[config.mk]
export PLATFORM = sky130hd
export DESIGN_NAME = imem_uart_loader
export DESIGN_NICKNAME = d
export VERILOG_FILES = /design/src/rtl/imem_loader_pkg.sv /design/src/rtl/uart_rx_byte.sv /design/src/rtl/imem_uart_loader.sv
export SDC_FILE = /design/constraint.sdc
export NUM_CORES = 1
export LEC_CHECK = 0
export ABC_AREA = 1
export CAP_MARGIN = 15
export CORE_ASPECT_RATIO = 0.8
export CORE_MARGIN = 5
export CORE_UTILIZATION = 38
export DETAILED_ROUTE_END_ITERATION = 8
export SLEW_MARGIN = 20
export SYNTH_ARGS = -nofsm -noshare
export SYNTH_HDL_FRONTEND = slang
export SYNTH_SLANG_ARGS = --single-unit
[constraint.sdc]
create_clock -name clk -period 2.3 [get_ports clk]
set_input_delay 0.46 -clock clk [delete_from_list [all_inputs] [get_ports clk]]
set_output_delay 0.46 -clock clk [all_outputs]
set_load 0.02 [all_outputs]
[src/rtl/imem_loader_pkg.sv]
// Shared types and constants for the UART instruction-memory boot loader.
// Purely declarative: no logic, no latency, no flow control.
package imem_loader_pkg;

  localparam int BYTES_PER_WORD = 4;
  localparam int UART_DATA_BITS = 8;

  typedef enum logic [2:0] {
    IDLE,
    LOAD,
    WRITE,
    CHECK,
    DONE,
    ERROR
  } loader_state_t;

  typedef enum logic [1:0] {
    RX_IDLE,
    RX_START,
    RX_DATA,
    RX_STOP
  } rx_state_t;

endpackage

[src/rtl/uart_rx_byte.sv]
// 8N1 UART byte receiver: 2-flop synchronizer, mid-bit sampling, stop-bit check.
// byte_valid_out pulses ~2 clks after the stop-bit mid sample; no backpressure (consumer must take it).
module uart_rx_byte
  import imem_loader_pkg::*;
#(
  parameter int CLKS_PER_BIT = 434
) (
  input  logic       clk,
  input  logic       reset_in,
  input  logic       rx_in,
  output logic [7:0] byte_out,
  output logic       byte_valid_out,
  output logic       frame_err_out
);

  localparam int CW = $clog2(CLKS_PER_BIT);

  rx_state_t               state, state_nxt;
  logic                    rx_meta, rx_sync, rx_prev;
  logic [CW-1:0]           cnt;
  logic [2:0]              bit_idx;
  logic [UART_DATA_BITS-1:0] shift;
  logic                    cnt_full, cnt_half;

  assign cnt_full = (cnt == CW'(CLKS_PER_BIT - 1));
  assign cnt_half = (cnt == CW'(CLKS_PER_BIT / 2 - 1));

  always_comb begin
    state_nxt = state;
    case (state)
      RX_IDLE:  if (rx_prev && !rx_sync) state_nxt = RX_START;
      RX_START: if (cnt_half) state_nxt = rx_sync ? RX_IDLE : RX_DATA;
      RX_DATA:  if (cnt_full && bit_idx == 3'(UART_DATA_BITS - 1)) state_nxt = RX_STOP;
      RX_STOP:  if (cnt_full) state_nxt = RX_IDLE;
      default:  state_nxt = RX_IDLE;
    endcase
  end

  always_ff @(posedge clk) begin
    if (reset_in) begin
      rx_meta        <= 1'b1;
      rx_sync        <= 1'b1;
      rx_prev        <= 1'b1;
      state          <= RX_IDLE;
      cnt            <= '0;
      bit_idx        <= '0;
      shift          <= '0;
      byte_out       <= '0;
      byte_valid_out <= 1'b0;
      frame_err_out  <= 1'b0;
    end else begin
      rx_meta        <= rx_in;
      rx_sync        <= rx_meta;
      rx_prev        <= rx_sync;
      state          <= state_nxt;
      byte_valid_out <= 1'b0;
      frame_err_out  <= 1'b0;
      // Counter restarts on every state change so each phase times from its own entry.
      if (state == RX_IDLE || state != state_nxt || cnt_full) cnt <= '0;
      else cnt <= cnt + CW'(1);
      if (state == RX_START) bit_idx <= '0;
      if (state == RX_DATA && cnt_full) begin
        shift   <= {rx_sync, shift[UART_DATA_BITS-1:1]};
        bit_idx <= bit_idx + 3'd1;
      end
      if (state == RX_STOP && cnt_full) begin
        if (rx_sync) begin
          byte_out       <= shift;
          byte_valid_out <= 1'b1;
        end else begin
          frame_err_out  <= 1'b1;
        end
      end
    end
  end

endmodule

[src/rtl/imem_uart_loader.sv]
// UART boot loader: header N then 4*N LE bytes -> IMEM writes; holds CPU until done. Option: LOADER_CHECKSUM_EN.
// One-cycle write strobe the clock after a word's 4th byte; no backpressure (IMEM always accepts).
module imem_uart_loader
  import imem_loader_pkg::*;
#(
  parameter int ADDR_WIDTH   = 6,
  parameter int INST_WIDTH   = 32,
  parameter int CLKS_PER_BIT = 434
) (
  input  logic                  clk,
  input  logic                  reset_in,
  input  logic                  rx_in,
  output logic [ADDR_WIDTH-1:0] imem_addr_out,
  output logic [INST_WIDTH-1:0] imem_wdata_out,
  output logic                  imem_we_out,
  output logic                  cpu_hold_out,
  output logic                  load_done_out,
  output logic                  error_out,
  output logic                  frame_err_out
);

  localparam int DEPTH = 2 ** ADDR_WIDTH;
  localparam int CW    = ADDR_WIDTH + 1;

  loader_state_t         state, state_nxt;
  logic [7:0]            rx_byte;
  logic                  rx_vld, rx_ferr;
  logic [CW-1:0]         n_words, word_idx;
  logic [1:0]            byte_idx;
  logic [ADDR_WIDTH-1:0] addr;
  logic [INST_WIDTH-1:0] wdata;
  logic                  frame_err;
  logic                  hdr_zero, hdr_bad, word_last, last_byte;
`ifdef LOADER_CHECKSUM_EN
  logic [7:0]            csum;
`endif

  uart_rx_byte #(.CLKS_PER_BIT(CLKS_PER_BIT)) u_rx (
    .clk            (clk),
    .reset_in       (reset_in),
    .rx_in          (rx_in),
    .byte_out       (rx_byte),
    .byte_valid_out (rx_vld),
    .frame_err_out  (rx_ferr)
  );

  assign hdr_zero  = (rx_byte == 8'd0);
  assign hdr_bad   = ({24'd0, rx_byte} > 32'(DEPTH));
  assign word_last = ((word_idx + CW'(1)) == n_words);
  assign last_byte = (byte_idx == 2'(BYTES_PER_WORD - 1));

  always_comb begin
    state_nxt = state;
    case (state)
      IDLE, DONE: if (rx_vld && !hdr_zero) state_nxt = hdr_bad ? ERROR : LOAD;
      LOAD:       if (rx_vld && last_byte) state_nxt = WRITE;
`ifdef LOADER_CHECKSUM_EN
      WRITE:      state_nxt = word_last ? CHECK : LOAD;
      CHECK:      if (rx_vld) state_nxt = (rx_byte == csum) ? DONE : ERROR;
`else
      WRITE:      state_nxt = word_last ? DONE : LOAD;
`endif
      ERROR:      state_nxt = ERROR;
      default:    state_nxt = IDLE;
    endcase
  end

  always_ff @(posedge clk) begin
    if (reset_in) begin
      state     <= IDLE;
      n_words   <= '0;
      word_idx  <= '0;
      byte_idx  <= '0;
      addr      <= '0;
      wdata     <= '0;
      frame_err <= 1'b0;
`ifdef LOADER_CHECKSUM_EN
      csum      <= '0;
`endif
    end else begin
      state     <= state_nxt;
      frame_err <= frame_err | rx_ferr;
      case (state)
        IDLE, DONE: begin
          if (rx_vld && !hdr_zero && !hdr_bad) begin
            n_words  <= CW'(rx_byte);
            word_idx <= '0;
            byte_idx <= '0;
            addr     <= '0;
`ifdef LOADER_CHECKSUM_EN
            csum     <= '0;
`endif
          end
        end
        LOAD: begin
          if (rx_vld) begin
            wdata[{byte_idx, 3'b000} +: 8] <= rx_byte;
            byte_idx <= byte_idx + 2'd1;
`ifdef LOADER_CHECKSUM_EN
            csum     <= csum ^ rx_byte;
`endif
            // Address is captured here so it is already stable during the WRITE cycle.
            if (last_byte) addr <= word_idx[ADDR_WIDTH-1:0];
          end
        end
        WRITE: word_idx <= word_idx + CW'(1);
        default: ;
      endcase
    end
  end

  assign imem_addr_out  = addr;
  assign imem_wdata_out = wdata;
  assign imem_we_out    = (state == WRITE);
  assign cpu_hold_out   = (state != DONE);
  assign load_done_out  = (state == DONE);
  assign error_out      = (state == ERROR);
  assign frame_err_out  = frame_err;

endmodule
Yosys cells after proc, flatten, opt, wreduce, memory -nomap -nowiden. Cells that the tools add are included.

Bits in registers: 93. Input port bits: 3. Output and inout bits: 43. Word-level logic and storage cells: 99.

Add/sub/neg operators: 5. $lt $le $gt $ge: 1. Eq/ne operators: 19. Shift-type cells: 2. Mux-type cells: 25. Bitwise gates (word level): 2. Reductions and logical operators: 28.

Operator list (number): $bwmux W32 (1); $shift A8 B7 Y32 const A (1); $shiftx A8 B7 Y32 (1); $mux W3 (6); $mux W6 (3); $mux W2 (7); $pmux W7 S2 (1); $pmux W3 S4 (1); $pmux W6 S2 (1); $reduce_and A2 Y1 (5); $add A9 B1 Y9 const B (1); $eq A3 B3 Y1 const B (3); $eq A9 B8 Y1 const B (1); $eq A9 B9 Y1 const B (1); $gt A8 B7 Y1 const B (1); $logic_not A8 Y1 (1); $ne A2 B2 Y1 const B (4); $pmux W2 S4 (1); $add A7 B1 Y7 const B (1); $eq A7 B7 Y1 (1); $logic_and A1 B1 Y1 (7); $mux W7 (1); $neg A5 Y7 (1); $eq A2 B2 Y1 const B (3); 20 further kinds (28).

Longest topological paths before layout.
Depth after elaboration: 8. Gate-level depth with buffers: 14. Gate-level depth less buffers: 14.

Hierarchy. Synthesis repeated with hierarchy kept, for this count alone.

Cells, all modules: 549. Area, all modules: 4191.5 um^2.

Modules (own cells, without submodules): imem_uart_loader (times used 1, cells an instance 373, area an instance 2711.4 um^2, sequential area each 1161.1 um^2); uart_rx_byte (times used 1, cells an instance 176, area an instance 1480.2 um^2, sequential area each 700.7 um^2).

Worst setup path before layout. No wires, ideal clock.

Path kind: register to register. Start point: register byte_idx[0]. End point: register wdata[24] (netlist: imem_wdata_out[24]). Setup time: 0.070 ns. Arrival time: 1.860 ns. Required time: 2.230 ns. Slack: 0.369 ns. Stages on the path, launching flop included: 8. Path buffers: 0. Clock period less this slack: 1.931 ns. Cell sequence: dfxtp_1 > clkinv_1 > ha_1 > inv_1 > nand2_1 > nor2_1 > or3b_2 > a21oi_1.

Longest elaborated chain between the ends: 3. Elaborated cells between the ends (all ways): 4. Those cells by class: 1 x add/sub; 2 x shift; 1 x mux.

RTL lines: from (decl) (RTL line imem_uart_loader.sv:29) `logic [1:0] byte_idx;`; from (signal assigned) (RTL line imem_uart_loader.sv:98) `byte_idx <= byte_idx + 2'd1;`; $neg A5 Y7 * (RTL line imem_uart_loader.sv:97) `wdata[{byte_idx, 3'b000} +: 8] <= rx_byte;`; $shiftx A8 B7 Y32 / $shift A8 B7 Y32 (equally long branches) (RTL line imem_uart_loader.sv:97); $bwmux W32 * (RTL line imem_uart_loader.sv:97); to (signal, indexed assignment) (RTL line imem_uart_loader.sv:97); to (decl) (RTL line imem_uart_loader.sv:31) `logic [INST_WIDTH-1:0] wdata;`.

Mark *: on every way between the ends. The rest lies on a longest branch, timed or not. A chain may end at the register's enable or synchronous reset.

Worst setup path in the final report.
Start point: register state[0]. End point: output error_out.

Longest elaborated chain between the ends: 1.

RTL lines: from (decl) (RTL line imem_uart_loader.sv:25) `loader_state_t state, state_nxt;`; from (signal assigned) (RTL line imem_uart_loader.sv:81) `state <= state_nxt;`; $eq A3 B3 Y1 (RTL line imem_uart_loader.sv:117) `assign error_out = (state == ERROR);`; to (decl) (RTL line imem_uart_loader.sv:18) `output logic error_out,`.

Every way passes these cells.

==> results.sh <==
export IMPL_portBuffers=45
export IMPL_dp_hpwl_mm=6.78
export IMPL_place_gp_congestion=0.844
export IMPL_p_per_area_nw_per_um2=639
export IMPL_dieArea_sq_um=12800
export IMPL_holdBufCountCts=0
export IMPL_peakVddDrop_uv=347
export IMPL_clk_insertion_delay_late_ps=340
export IMPL_power_leakage_nw=1.85
export IMPL_die_h_um=102
export IMPL_die_x_um=125
export IMPL_synth_area_per_cell_sq_um=7.53
export IMPL_rsz0062_at_grt="false"
export IMPL_synth_seq_cells=93
export IMPL_hold_class="reg -> reg"
export IMPL_first_pass_iters=6
export IMPL_async_reset_ff_share_pct=0
export IMPL_path_clk_slew_ps=60
export IMPL_tns_ps=0
export IMPL_cts_inserted_buffers=9
export IMPL_drive_gt1_share_pct=7.13
export IMPL_syn_num_nets=550
export IMPL_yosysSeqAreaShare_pct=46.2
export IMPL_cts_sinks=93
export IMPL_cp_max_fo=3
export IMPL_max_cap_viol_count=0
export IMPL_ant_nets=0
export IMPL_synth_edff_count=0
export IMPL_routed_wl_mm=9.43
export IMPL_startpoint="state[0]"
export IMPL_grt_pass1_vias=3320
export IMPL_crit_end="error_out"
export IMPL_cts_tree="yes"
export IMPL_setup_viol=0
export IMPL_cts_resized=0
export IMPL_finalClockSkew_ps=8.59
export IMPL_gr_total_overflow=0
export IMPL_r2r_setup_slack_ps=230
export IMPL_post_drt_via_cell_ratio=4.94
export IMPL_regToRegEndpoint="imem_wdata_out[29]"
export IMPL_max_slew_margin_pct=65.4
export IMPL_drv_slew=0
export IMPL_route_detailed_drc=0
export IMPL_ctsHtreeMaxLevel=3
export IMPL_ys_flop_type="dfxtp_1"
export IMPL_finalWorstSetupSlack_ps=172
export IMPL_period_share_pct=92.5
export IMPL_ios=46
export IMPL_cts_root_buffer="clkbuf_16"
export IMPL_postCtsSetupRepairBufs=0
export IMPL_start_kind="flip-flop"
export IMPL_grt_usage_pct=15.3
export IMPL_worstPathArrival_ps=1670
export IMPL_start_util_pct=39.0
export IMPL_worstMarginPinSlew_ps=519
export IMPL_critPathKind="reg -> out"
export IMPL_syn_to_final_growth_pct=23.3
export IMPL_antenna_found_initial=0
export IMPL_status="complete, no violations"
export IMPL_reg2reg_from="byte_idx[0]"
export IMPL_syn_inst=535
export IMPL_placementRows=33
export IMPL_cp_required_ps=1840
export IMPL_syn_area_sq_um=4030
export IMPL_grt_max_degree=34
export IMPL_post_route_min_period_ps=2130
export IMPL_core_area_sq_um=10300
export IMPL_antennaDiodeCount=0
export IMPL_timing_fmax_ghz=0.470
export IMPL_nets=599
export IMPL_via_count=3598
export IMPL_yosys_warnings=0
export IMPL_ys_types=31
export IMPL_hold_viol=0
export IMPL_detail_route_wl_per_cell_um=12.9
export IMPL_clk_path_buf_depth=2
export IMPL_r2r_cells=7
export IMPL_pre_cts_slack_ps=265
export IMPL_drt_iter0_markers=254
export IMPL_grt_first_pass_wirelength_mm=16.0
export IMPL_end_kind="output port"
[Yosys cell counts, types with 3 or more instances]
master | instances | share of area [%]
inv_1 | 51 | 4.7
dfxtp_1 | 93 | 46
xor2_1 | 4 | 0.87
nand3_1 | 39 | 4.8
o22ai_1 | 4 | 0.62
nand2_1 | 104 | 9.7
nand4_1 | 7 | 1.1
nor3_1 | 10 | 1.2
nor2_1 | 54 | 5.0
buf_6 | 3 | 0.84
a21oi_1 | 65 | 8.1
ha_1 | 12 | 3.7
xnor2_1 | 5 | 1.1
or3_1 | 14 | 2.2
o21ai_0 | 28 | 3.5
clkbuf_1 | 15 | 1.4
or3b_2 | 4 | 0.87
buf_2 | 3 | 0.37
[worst min path at each step]
stage | slack (ps) | end | cells after the start | startpoint
after CTS | 420 | u_rx.rx_sync | 1 | u_rx.rx_meta
after global placement | 390 | u_rx.rx_sync | 1 | u_rx.rx_meta
after floorplan | 390 | u_rx.rx_sync | 1 | u_rx.rx_meta
after detailed placement | 400 | u_rx.rx_sync | 1 | u_rx.rx_meta
final | 420 | u_rx.rx_sync | 1 | u_rx.rx_meta
after global routing | 430 | u_rx.rx_sync | 1 | u_rx.rx_meta
[cells by family (layout without fill, tap and decap cells)]
group,after synthesis,count (layout),synth area share (%)
buf+inv,75,129,7.64
compound gates,101,101,12.9
flops,93,93,46.2
fa+ha+maj,12,12,3.73
simple gates,245,245,27.5
xor+xnor,9,9,1.96
[sequential cells by signal, summed over array words and instances (netlist names)]
signal               count
u_rx.byte_out            8
n_words                  7
u_rx.shift               8
imem_addr_out            6
state                    3
u_rx.rx_meta             1
u_rx.cnt                 9
byte_idx                 2
u_rx.frame_err_out       1
frame_err_out            1
u_rx.rx_sync             1
u_rx.byte_valid_out      1
u_rx.bit_idx             3
word_idx                 7
u_rx.state               2
imem_wdata_out          32
u_rx.rx_prev             1
[routing by layer]
metal / track usage [%] / vias to the layer above / share of wire (%)
met5: 0 / - / 0
met4: 5.00 / 0 / 1.7
met3: 4.70 / 14 / 5.5
met2: 22.6 / 96 / 42
met1: 21.3 / 1635 / 51
li1: - / 1853 / -
[final cells by class]
| cell class | count | area [sq um] |
|---|---|---|
| clock buffer | 10 | 239 |
| clock inverter | 6 | 62.6 |
| fill | 1031 | 5360 |
| inverter | 54 | 203 |
| multi-input combinational | 367 | 1860 |
| sequential | 93 | 1860 |
| tap | 140 | 175 |
| timing repair buffer | 59 | 566 |
[placed cells by master, fill, tap and decap left out, types with 2 or more instances in the layout]
cell type	count
nand2_1	104
nand3b_1	2
clkbuf_16	9
nor2_1	54
clkdlybuf4s50_1	43
a21oi_1	65
ha_1	12
clkinv_2	3
xnor2_1	5
nand2_4	2
or3b_1	2
or2_2	2
o211a_1	2
xor2_1	4
or3b_2	4
clkinv_4	2
buf_4	13
o21ai_0	28
nand3_1	39
nor3_1	10
nor4_1	2
dfxtp_1	93
inv_1	51
clkinv_1	2
or3_1	14
o22ai_1	4
nand4_1	7
[through the flow]
step | power, W | cell area (sq um) | hold slack (ps) | cells | utilization (%)
floorplan | 0.00170 | 4030 | 389 | 535 | -
global placement | 0.00172 | 4660 | 393 | 713 | 45.2
detailed placement | 0.00172 | 4660 | 396 | 713 | 45.2
CTS | 0.00321 | 4960 | 419 | 729 | 48.1
global route | 0.00329 | 4970 | 430 | 729 | 48.1
finish | 0.00317 | 4970 | 416 | 729 | 48.1
[power by group]
part            total, W  leakage [nW]  internal, W  switching, W
logic          0.0000642         0.951    0.0000180     0.0000462
clock network    0.00149         0.152     0.000870      0.000620
registers        0.00162         0.749      0.00162    0.00000390
[critical path, cell delays in order, from the launching register on]
cell             delay (ps)
dfxtp_1                 350
inv_1                    40
nor2_1                   80
inv_1                    60
nor2_1                  160
clkdlybuf4s50_1         640
No activity file was read; power rests on OpenSTA's default activity.
